[config.mk]
export PLATFORM = sky130hd
export DESIGN_NAME = pe_carry_resolve
export DESIGN_NICKNAME = d
export VERILOG_FILES = /design/src/rtl/pe_carry_resolve.sv
export SDC_FILE = /design/constraint.sdc
export NUM_CORES = 1
export LEC_CHECK = 0
export CELL_PAD_IN_SITES_DETAIL_PLACEMENT = 1
export CELL_PAD_IN_SITES_GLOBAL_PLACEMENT = 1
export CORE_MARGIN = 10
export CORE_UTILIZATION = 43
export DETAILED_ROUTE_END_ITERATION = 8
export PLACE_DENSITY_LB_ADDON = 0.1
export SKIP_CTS_REPAIR_TIMING = 1
export SYNTH_ARGS = -nofsm -noshare
export SYNTH_HDL_FRONTEND = slang
export SYNTH_SLANG_ARGS = --single-unit
export TNS_END_PERCENT = 20
[constraint.sdc]
create_clock -name clk -period 10.3 [get_ports clk]
set_input_delay 3.09 -clock clk [delete_from_list [all_inputs] [get_ports clk]]
set_output_delay 3.09 -clock clk [all_outputs]
set_load 0.02 [all_outputs]
[src/rtl/pe_carry_resolve.sv]
// pe_carry_resolve
// Consumer end of the PE column-sum stream. Column accumulators arrive least
// significant first; each one is added to the running carry, the low K bits
// leave as a normalized digit, and the rest stays as carry. After the last
// column, the residual carry is flushed as N_EXT extra digits.
// The output is a single registered slot with a valid/ready handshake.
module pe_carry_resolve #(
  parameter  int K       = 16,
  parameter  int N_WORDS = 16,
  parameter  int ACC_W   = 48,
  localparam int CW      = ACC_W + 1 - K,
  localparam int N_EXT   = (CW + K - 1) / K,
  localparam int N_DIG   = N_WORDS + N_EXT,
  localparam int IDX_W   = $clog2(N_DIG)
) (
  input  logic             clk,
  input  logic             rst,
  input  logic             i_valid,
  output logic             i_ready,
  input  logic [ACC_W-1:0] i_s,
  output logic             o_valid,
  input  logic             o_ready,
  output logic [K-1:0]     o_d,
  output logic [IDX_W-1:0] o_idx,
  output logic             o_last,
  output logic             o_busy
);

  typedef enum logic [1:0] {
    IDLE  = 2'd0,
    RUN   = 2'd1,
    FLUSH = 2'd2
  } state_t;

  state_t           state_q;
  logic [CW-1:0]    carry_q;
  logic [IDX_W-1:0] cnt_q;     // index of the next digit to be loaded
  logic             o_valid_q;
  logic [K-1:0]     o_d_q;
  logic [IDX_W-1:0] o_idx_q;
  logic             o_last_q;
  logic             o_busy_q;

  logic [ACC_W:0]   sum_s;
  logic             slot_free_s;
  logic             in_ready_s;
  logic             in_xfer_s;

  // Column sum plus carry at full width, and input handshake qualification.
  always_comb begin
    sum_s       = {1'b0, i_s} + {{K{1'b0}}, carry_q};
    slot_free_s = !o_valid_q || o_ready;
    if (state_q == FLUSH) begin
      in_ready_s = 1'b0;
    end else begin
      in_ready_s = slot_free_s;
    end
    in_xfer_s = i_valid && in_ready_s;
  end

  // Frame FSM with carry register, digit counter and the registered output slot.
  always_ff @(posedge clk) begin
    if (rst) begin
      state_q   <= IDLE;
      carry_q   <= '0;
      cnt_q     <= '0;
      o_valid_q <= 1'b0;
      o_d_q     <= '0;
      o_idx_q   <= '0;
      o_last_q  <= 1'b0;
      o_busy_q  <= 1'b0;
    end else begin
      case (state_q)
        IDLE, RUN: begin
          if (in_xfer_s) begin
            o_valid_q <= 1'b1;
            o_d_q     <= sum_s[K-1:0];
            o_idx_q   <= cnt_q;
            o_last_q  <= 1'b0;
            carry_q   <= sum_s[ACC_W:K];
            cnt_q     <= cnt_q + IDX_W'(1);
            o_busy_q  <= 1'b1;
            if (cnt_q == IDX_W'(N_WORDS - 1)) begin
              state_q <= FLUSH;
            end else begin
              state_q <= RUN;
            end
          end else if (o_ready) begin
            o_valid_q <= 1'b0;
          end
        end
        FLUSH: begin
          if (slot_free_s) begin
            o_valid_q <= 1'b1;
            o_d_q     <= carry_q[K-1:0];
            o_idx_q   <= cnt_q;
            if (cnt_q == IDX_W'(N_DIG - 1)) begin
              // Last flush digit: the carry is exhausted, ready for a new frame.
              o_last_q <= 1'b1;
              carry_q  <= '0;
              cnt_q    <= '0;
              state_q  <= IDLE;
              o_busy_q <= 1'b0;
            end else begin
              o_last_q <= 1'b0;
              carry_q  <= carry_q >> K;
              cnt_q    <= cnt_q + IDX_W'(1);
            end
          end
        end
        default: begin
          state_q   <= IDLE;
          carry_q   <= '0;
          cnt_q     <= '0;
          o_valid_q <= 1'b0;
          o_last_q  <= 1'b0;
          o_busy_q  <= 1'b0;
        end
      endcase
    end
  end

  assign i_ready = in_ready_s;
  assign o_valid = o_valid_q;
  assign o_d     = o_d_q;
  assign o_idx   = o_idx_q;
  assign o_last  = o_last_q;
  assign o_busy  = o_busy_q;

endmodule
==> results of run 1 <==
-- flip-flops by register name, indices dropped and copies added, names as in the netlist --
register	count
carry_q	33
o_d	16
cnt_q	5
o_idx	5
state_q	2
o_busy	1
o_last	1
o_valid	1
-- kinds of logic (layout without fill, tap and decap cells) --
kind of cell | Yosys count | after routing
buffers and inverters | 50 | 105
AND/OR/NAND/NOR | 225 | 225
AO/OA/AOI/OAI | 217 | 217
XOR/XNOR | 32 | 32
adder cells (fa/ha/maj) | 37 | 37
flip-flops | 64 | 64
multiplexers | 6 | 6
-- critical path, cell delays in order --
cell and delay [ps]:
clkdlybuf4s50_1 420, nor2b_1 440, nor2_1 120, clkdlybuf4s50_1 580
-- per-layer routing --
metal,wire length (um),up-vias,global-route usage,part of all wire
met4,352,0,0.06564,0.021
met2,8214,115,0.3600,0.48
met3,812,24,0.04488,0.048
li1,-,2457,-,-
met1,7569,2459,0.2491,0.45
met5,0,-,0,0
-- final cells by class --
type	instances	share of cell area
clock inverter	6	0.01137
timing repair buffer	80	0.1322
inverter	9	0.005683
clock buffer	10	0.04020
sequential	64	0.2155
tap	140	0.02947
multi-input combinational	517	0.5656
-- synthesized netlist by cell type (4+ instances only) --
library cell  count  share of area
a21o_1           19          0.029
a31oi_1           5         0.0064
mux2i_1           5          0.010
a21oi_1          57          0.059
nand3_1          16          0.016
nor2b_1           5         0.0064
nor2_1           54          0.042
xor2_1           14          0.025
a22oi_1          17          0.026
and3_1            6         0.0077
buf_2             7         0.0072
o21ai_0          29          0.030
nor3_1           14          0.014
o22ai_1          14          0.018
ha_1             36          0.093
o211ai_1          7          0.011
clkbuf_1         27          0.021
and2_1            4         0.0052
xnor2_1          18          0.032
inv_1             9         0.0070
o21a_1            5         0.0077
a32oi_1           5         0.0090
nand2b_1          8          0.010
a221oi_1          4         0.0072
or3_1             7         0.0090
and4_1            5         0.0090
o21ai_1           4         0.0041
dfxtp_1          64           0.26
o2111ai_1         4         0.0072
nand4_1          15          0.019
nand2_1          81          0.063
a211oi_1          9          0.014
a311oi_1          8          0.014
-- power by group through the flow --
| stage | Combinational [mW] | Clock, mW | Sequential [mW] |
|---|---|---|---|
| after floorplan | 0.197 | 0 | 0.300 |
| after global placement | 0.284 | 0 | 0.303 |
| after detailed placement | 0.292 | 0 | 0.304 |
| after CTS | 0.296 | 0.323 | 0.299 |
| after global routing | 0.326 | 0.333 | 0.302 |
| final | 0.296 | 0.320 | 0.299 |
-- how the worst min path moves through the flow --
stage	end	slack, ps	cells past startpoint
after detailed placement	o_idx[4]	450	2
after floorplan	o_idx[4]	450	2
after global placement	o_idx[3]	440	2
final	o_idx[4]	460	2
after CTS	o_idx[4]	460	2
after global routing	o_idx[4]	490	2
==> results.yml, run 1 <==
place:
  gp_congestion: 0.9281
  dp_cells: 810
  hpwl_um: 13060
  placed_cell_area_mm2: 0.005638
  io_buffers: 76
  dp_slack_ps: 2567
cts:
  cts-root-buf: "clkbuf_16"
  clock_path_buffers: 2
  numClockSinks: 64
  clk_latency_ps: 350
  cts_tree: "done"
  h-tree-depth: 3
  worst_setup_hold_path_clk_slew_ps: 60
  cts_buffers: 9
power_and_ir_drop:
  internal-power_mw: 0.5940
  combPwrFrac: 0.323
  vdd_drop_max_uv: 94.42
  leakagePower_nw: 2.280
  totalPowerFinal_mw: 0.9145
  power_per_cell_area_mw_per_mm2: 153.8
  pwr-share-clk: 0.350
  power_frac_seq: 0.327
  switching_share: 0.3505
  net-switching-power_mw: 0.3205
yosys:
  synth-simple-area-share: 0.2176
  synth_edf_count: 0
  ys_seq_area_frac: 0.2640
  syn_avg_cell_area_um2: 7.692
  syn_inst: 631
  synth-seq-cells: 64
  synth_area_mm2: 0.004853
  yosysUniqueCellTypes: 67
  synth_mux_area_frac: 0.01263
  yosysWarnings: 0
  ys.flop_type: "dfxtp_1"
  synth_nets: 720
  async_flop_share: 0
  synth_compound_area_frac: 0.3055
  synthXorXnorAreaFrac: 0.05775
  synth_top_family_by_area: "compound AO/OA/AOI/OAI gates"
  post_synth_fa_ha_maj_area_fraction: 0.09693
layout:
  n_fill_cell: 1346
  diodes: 0
  nNetsFinal: 770
  area_growth_syn_to_layout_pct: 22.48
  layout_common_cells: "81 x nand2_1, 75 x clkdlybuf4s50_1, 64 x dfxtp_1"
  final_common_cell: "nand2_1"
  final_util: 0.5436
  fin_cells: 826
  stdcell_area_mm2: 0.005944
  regArea_mm2: 0.001281
  drive_above_1_share: 0.05248
  multiInputGateArea_mm2: 0.003362
drt:
  wl_per_cell_um: 20.52
  wirelength_um: 16950
  initialDrtViolationCount: 273
  drc: 0
  dr.pass1.iters: 4
  viasPerCell: 6.120
  drtAntennaViolNets: 0
  via_count: 5055
sta:
  fin_tns_setup_ps: 0
  slew_headroom: 0.2667
  worst_clock_skew_ps: 10.60
  worst_pin_slew_ps: 1096
  period_minus_slack_ps: 7737
  hold_viol: 0
  fmax_mhz: 129.3
  worst_slack_ps: 2563
  rsz0062_at_grt: "false"
  period_share: 0.7511
  setup_violations: 0
  slew_viol_final: 0
  hold_slack_ps: 455.0
setup_path:
  ff2ff_setup_slack_ps: 7210
  crit_start: "o_ready"
  criticalPathCategory: "input port to primary output"
  cp.arrival_ps: 4650
  required_ps: 7210
  reg2reg_depth: 10
  regToRegStartpoint: "carry_q[0]"
  path_max_fanout: 7
  start_kind: "input port"
  r2r-end: "carry_q[10]"
  crit_path_end_kind: "primary output"
  critPathCapture: "i_ready"
grt:
  grt_max_degree: 54
  grt_first_pass_wirelength_um: 27260
  grt_pass1_vias: 5212
  grt.total_usage: 0.2076
  globalRoute.totalOverflow: 0
  antenna_found_initial: 0
hold_path:
  worstHoldStart: "o_idx[4]"
  worst_hold_path_type: "register to register"
flow_run:
  drv_cap: 0
floorplanning:
  die_y_um: 126.2
  die_area_mm2: 0.01594
  start_util: 0.4438
  die_w_um: 126.2
  core_mm2: 0.01094
  io_pins: 77
  rows: 38
run_status:
  status: "finished clean"
Note: power is estimated with default switching activity, not from simulation.
==> run 2, diff against run 1 <==
--- a/config.mk
+++ b/config.mk
@@ -8,7 +8,7 @@
 export CELL_PAD_IN_SITES_DETAIL_PLACEMENT = 1
 export CELL_PAD_IN_SITES_GLOBAL_PLACEMENT = 1
 export CORE_MARGIN = 10
-export CORE_UTILIZATION = 43
+export CORE_UTILIZATION = 36
 export DETAILED_ROUTE_END_ITERATION = 8
 export PLACE_DENSITY_LB_ADDON = 0.1
 export SKIP_CTS_REPAIR_TIMING = 1
==> constraint.sdc (replaced) <==
create_clock -name clk -period 7 [get_ports clk]
set_input_delay 2.1 -clock clk [delete_from_list [all_inputs] [get_ports clk]]
set_output_delay 2.1 -clock clk [all_outputs]
set_load 0.02 [all_outputs]
==> results.yml, run 2 (same netlist as run 1, synthesis figures left out) <==
run_status:
  status: "finished clean"
sta:
  slew_headroom: 0.2230
  slew_viol_final: 0
  period_share: 0.8129
  rsz0062_at_grt: "false"
  setup_violations: 0
  fmax_mhz: 175.7
  worst_pin_slew_ps: 1161
  period_minus_slack_ps: 5690
  worst_slack_ps: 1310
  fin_tns_setup_ps: 0
  hold_viol: 0
  worst_clock_skew_ps: 9.912
floorplanning:
  die_y_um: 136.1
  start_util: 0.3665
  io_pins: 77
  core_mm2: 0.01324
  die_w_um: 136.1
  rows: 42
  die_area_mm2: 0.01853
place:
  dp_slack_ps: 1327
  io_buffers: 76
  gp_congestion: 0.9082
  hpwl_um: 13350
layout:
  final_util: 0.4540
  drive_above_1_share: 0.05233
  multiInputGateArea_mm2: 0.003354
  nNetsFinal: 772
  diodes: 0
  n_fill_cell: 1582
  area_growth_syn_to_layout_pct: 23.87
  largest_reg_flops: 33
  regMostFlops: "carry_q"
  layout_common_cells: "81 x nand2_1, 75 x clkdlybuf4s50_1, 64 x dfxtp_1"
  final_common_cell: "nand2_1"
  regArea_mm2: 0.001281
grt:
  globalRoute.totalOverflow: 0
  grt_first_pass_wirelength_um: 27460
  grt.total_usage: 0.1864
  antenna_found_initial: 0
  grt_pass1_vias: 5136
  grt_max_degree: 54
drt:
  viasPerCell: 5.772
  initialDrtViolationCount: 288
  wl_per_cell_um: 20.01
  drtAntennaViolNets: 0
  via_count: 4987
  dr.pass1.iters: 4
  drc: 0
  wirelength_um: 17290
flow_run:
  drv_cap: 0
cts:
  clk_latency_ps: 350
  worst_setup_hold_path_clk_slew_ps: 60
  cts_buffers: 9
  cts-root-buf: "clkbuf_16"
  numClockSinks: 64
  h-tree-depth: 3
  clock_path_buffers: 2
  cts_tree: "done"
setup_path:
  start_kind: "input port"
  required_ps: 4900
  criticalPathCategory: "input port to primary output"
  reg2reg_depth: 10
  path_max_fanout: 7
  cp.arrival_ps: 3590
  crit_path_end_kind: "primary output"
power_and_ir_drop:
  vdd_drop_max_uv: 108.1
  pwr-share-clk: 0.363
  switching_share: 0.3451
  internal-power_mw: 0.9003
  net-switching-power_mw: 0.4744
  power_frac_seq: 0.321
  leakagePower_nw: 2.303
  combPwrFrac: 0.316
  power_per_cell_area_mw_per_mm2: 228.7
hold_path:
  holdPathStages: 2
  worst_hold_path_type: "register to register"
-- run 2: area by class of cell --
class                   instances  share of cell area
clock buffers                   9             0.03746
clock inverters                 7             0.01602
inverters                       9            0.005619
multi-input cells             517              0.5580
flip-flops and latches         64              0.2131
well taps                     176             0.03663
repair buffers                 82              0.1332
-- run 2: power by group through the flow --
| stage | combinational (mW) | sequential (mW) | clock, mW |
|---|---|---|---|
| floorplan | 0.290 | 0.442 | 0 |
| global placement | 0.424 | 0.447 | 0 |
| detailed placement | 0.433 | 0.449 | 0 |
| CTS | 0.435 | 0.441 | 0.508 |
| global route | 0.479 | 0.444 | 0.528 |
| finish | 0.435 | 0.441 | 0.499 |
-- run 2: critical path, cell delays in order --
cell and delay [ps]:
clkdlybuf4s50_1 420, nor2b_1 420, nor2_1 100, clkdlybuf4s50_1 550
-- run 2: path summary, 6_finish.rpt --
check,startpoint,end,slack [ps]
max,o_ready,i_ready,1310
min,o_idx[0],o_idx[0],450
max reg2reg,carry_q[0],carry_q[10],3910
min reg2reg,o_idx[0],o_idx[0],450
-- run 2: stage by stage --
stage / instance area, um^2 / hold slack (ps) / std cells / power, mW
2_1_floorplan: 4853 / 445.3 / 631 / 0.7322
3_3_place_gp: 5690 / 443.0 / 848 / 0.8717
3_5_place_dp: 5690 / 451.9 / 848 / 0.8813
4_1_cts: 6012 / 460.6 / 864 / 1.384
5_1_grt: 6012 / 478.0 / 864 / 1.452
6_report: 6012 / 454.7 / 864 / 1.375
-- run 2: per-layer routing --
metal	vias to the layer above	track usage	share of wire	wire (um)
met5	-	0	0	0
met1	2411	0.2233	0.45	7865
met2	99	0.3248	0.48	8350
li1	2456	-	-	-
met3	21	0.03506	0.042	718
met4	0	0.06509	0.020	352
==> run 3, diff against run 2 <==
==> constraint.sdc (replaced) <==
create_clock -name clk -period 5 [get_ports clk]
set_input_delay 1.5 -clock clk [delete_from_list [all_inputs] [get_ports clk]]
set_output_delay 1.5 -clock clk [all_outputs]
set_load 0.02 [all_outputs]
==> results.yml, run 3 (same netlist as run 1, synthesis figures left out) <==
layout:
  regArea_mm2: 0.001281
  drive_above_1_share: 0.05370
  final_common_cell: "nand2_1"
  layout_common_cells: "81 x nand2_1, 75 x clkdlybuf4s50_1, 64 x dfxtp_1"
  diodes: 0
  multiInputGateArea_mm2: 0.003354
  largest_reg_flops: 33
  fin_cells: 865
  area_growth_syn_to_layout_pct: 23.51
  final_util: 0.4527
  regMostFlops: "carry_q"
  nNetsFinal: 773
  n_fill_cell: 1636
sta:
  slew_viol_final: 0
  setup_violations: 0
  hold_viol: 0
  period_share: 0.8961
  rsz0062_at_grt: "false"
  period_minus_slack_ps: 4481
  worst_pin_slew_ps: 1038
  worst_slack_ps: 519.5
  fmax_mhz: 223.2
  worst_clock_skew_ps: 4.369
  fin_tns_setup_ps: 0
  slew_headroom: 0.3080
cts:
  h-tree-depth: 3
  cts-root-buf: "clkbuf_16"
  cts_tree: "done"
  numClockSinks: 64
  cts_buffers: 9
  clock_path_buffers: 2
  worst_setup_hold_path_clk_slew_ps: 60
  clk_latency_ps: 340
power_and_ir_drop:
  vdd_drop_max_uv: 220.3
  leakagePower_nw: 2.285
  power_per_cell_area_mw_per_mm2: 305.2
floorplanning:
  io_pins: 77
  die_y_um: 136.1
  start_util: 0.3665
  rows: 42
  die_w_um: 136.1
  die_area_mm2: 0.01853
  core_mm2: 0.01324
drt:
  drtAntennaViolNets: 0
  viasPerCell: 5.756
  dr.pass1.iters: 4
  via_count: 4979
  initialDrtViolationCount: 297
  wirelength_um: 17010
  drc: 0
  wl_per_cell_um: 19.66
grt:
  grt_max_degree: 54
  antenna_found_initial: 0
  grt.total_usage: 0.1841
  grt_pass1_vias: 5172
  grt_first_pass_wirelength_um: 27380
  globalRoute.totalOverflow: 0
setup_path:
  criticalPathCategory: "input port to primary output"
  path_max_fanout: 7
  cp.arrival_ps: 2980
  start_kind: "input port"
  crit_path_end_kind: "primary output"
  required_ps: 3500
flow_run:
  drv_cap: 0
place:
  dp_slack_ps: 323.7
  gp_congestion: 0.8873
  hpwl_um: 13300
  dp_cells: 849
  io_buffers: 76
run_status:
  status: "finished clean"
hold_path:
  worst_hold_path_type: "register to register"
run 3: stage by stage:
stage               total power [mW]  hold slack, ps  instance area, um^2
global placement               1.223           442.8                 5710
global route                   1.938           475.0                 5995
floorplan                      1.025           445.3                 4853
finish                         1.829           454.4                 5995
detailed placement             1.237           450.0                 5710
CTS                            1.850           458.3                 5995
run 3: worst paths after layout:
kind                                  from          end  slack (ps)  cells past startpoint
worst min-delay path              o_idx[4]     o_idx[4]         450                      2
worst min register to register    o_idx[4]     o_idx[4]         450                      2
worst max register to register  carry_q[0]  carry_q[10]        1880                     10
worst max-delay path               o_ready      i_ready         520                      4
run 3: final cells by class:
cell class | instances | area share
clock inverters | 6 | 0.007514
multi-input cells | 517 | 0.5596
well taps | 176 | 0.03674
flip-flops and latches | 64 | 0.2137
inverters | 9 | 0.005636
repair buffers | 83 | 0.1369
clock buffers | 10 | 0.03987
run 3: worst max-delay path, stage by stage:
cell	delay, ps
clkdlybuf4s50_1	420
nor2b_1	400
nor2_1	100
clkdlybuf4s50_1	560
run 3: report_power, final:
group / internal [mW] / total (mW) / switching [mW]
clock network: 0.349 / 0.602 / 0.253
registers: 0.560 / 0.617 / 0.0570
logic: 0.266 / 0.611 / 0.345
total: 1.17 / 1.83 / 0.655
run 3: per-layer routing:
layer | global-route usage | part of all wire | up-vias
met5 | 0 | 0 | -
met4 | 0.04260 | 0.013 | 0
met3 | 0.04280 | 0.047 | 14
met2 | 0.3232 | 0.49 | 97
met1 | 0.2219 | 0.45 | 2403
li1 | - | - | 2465
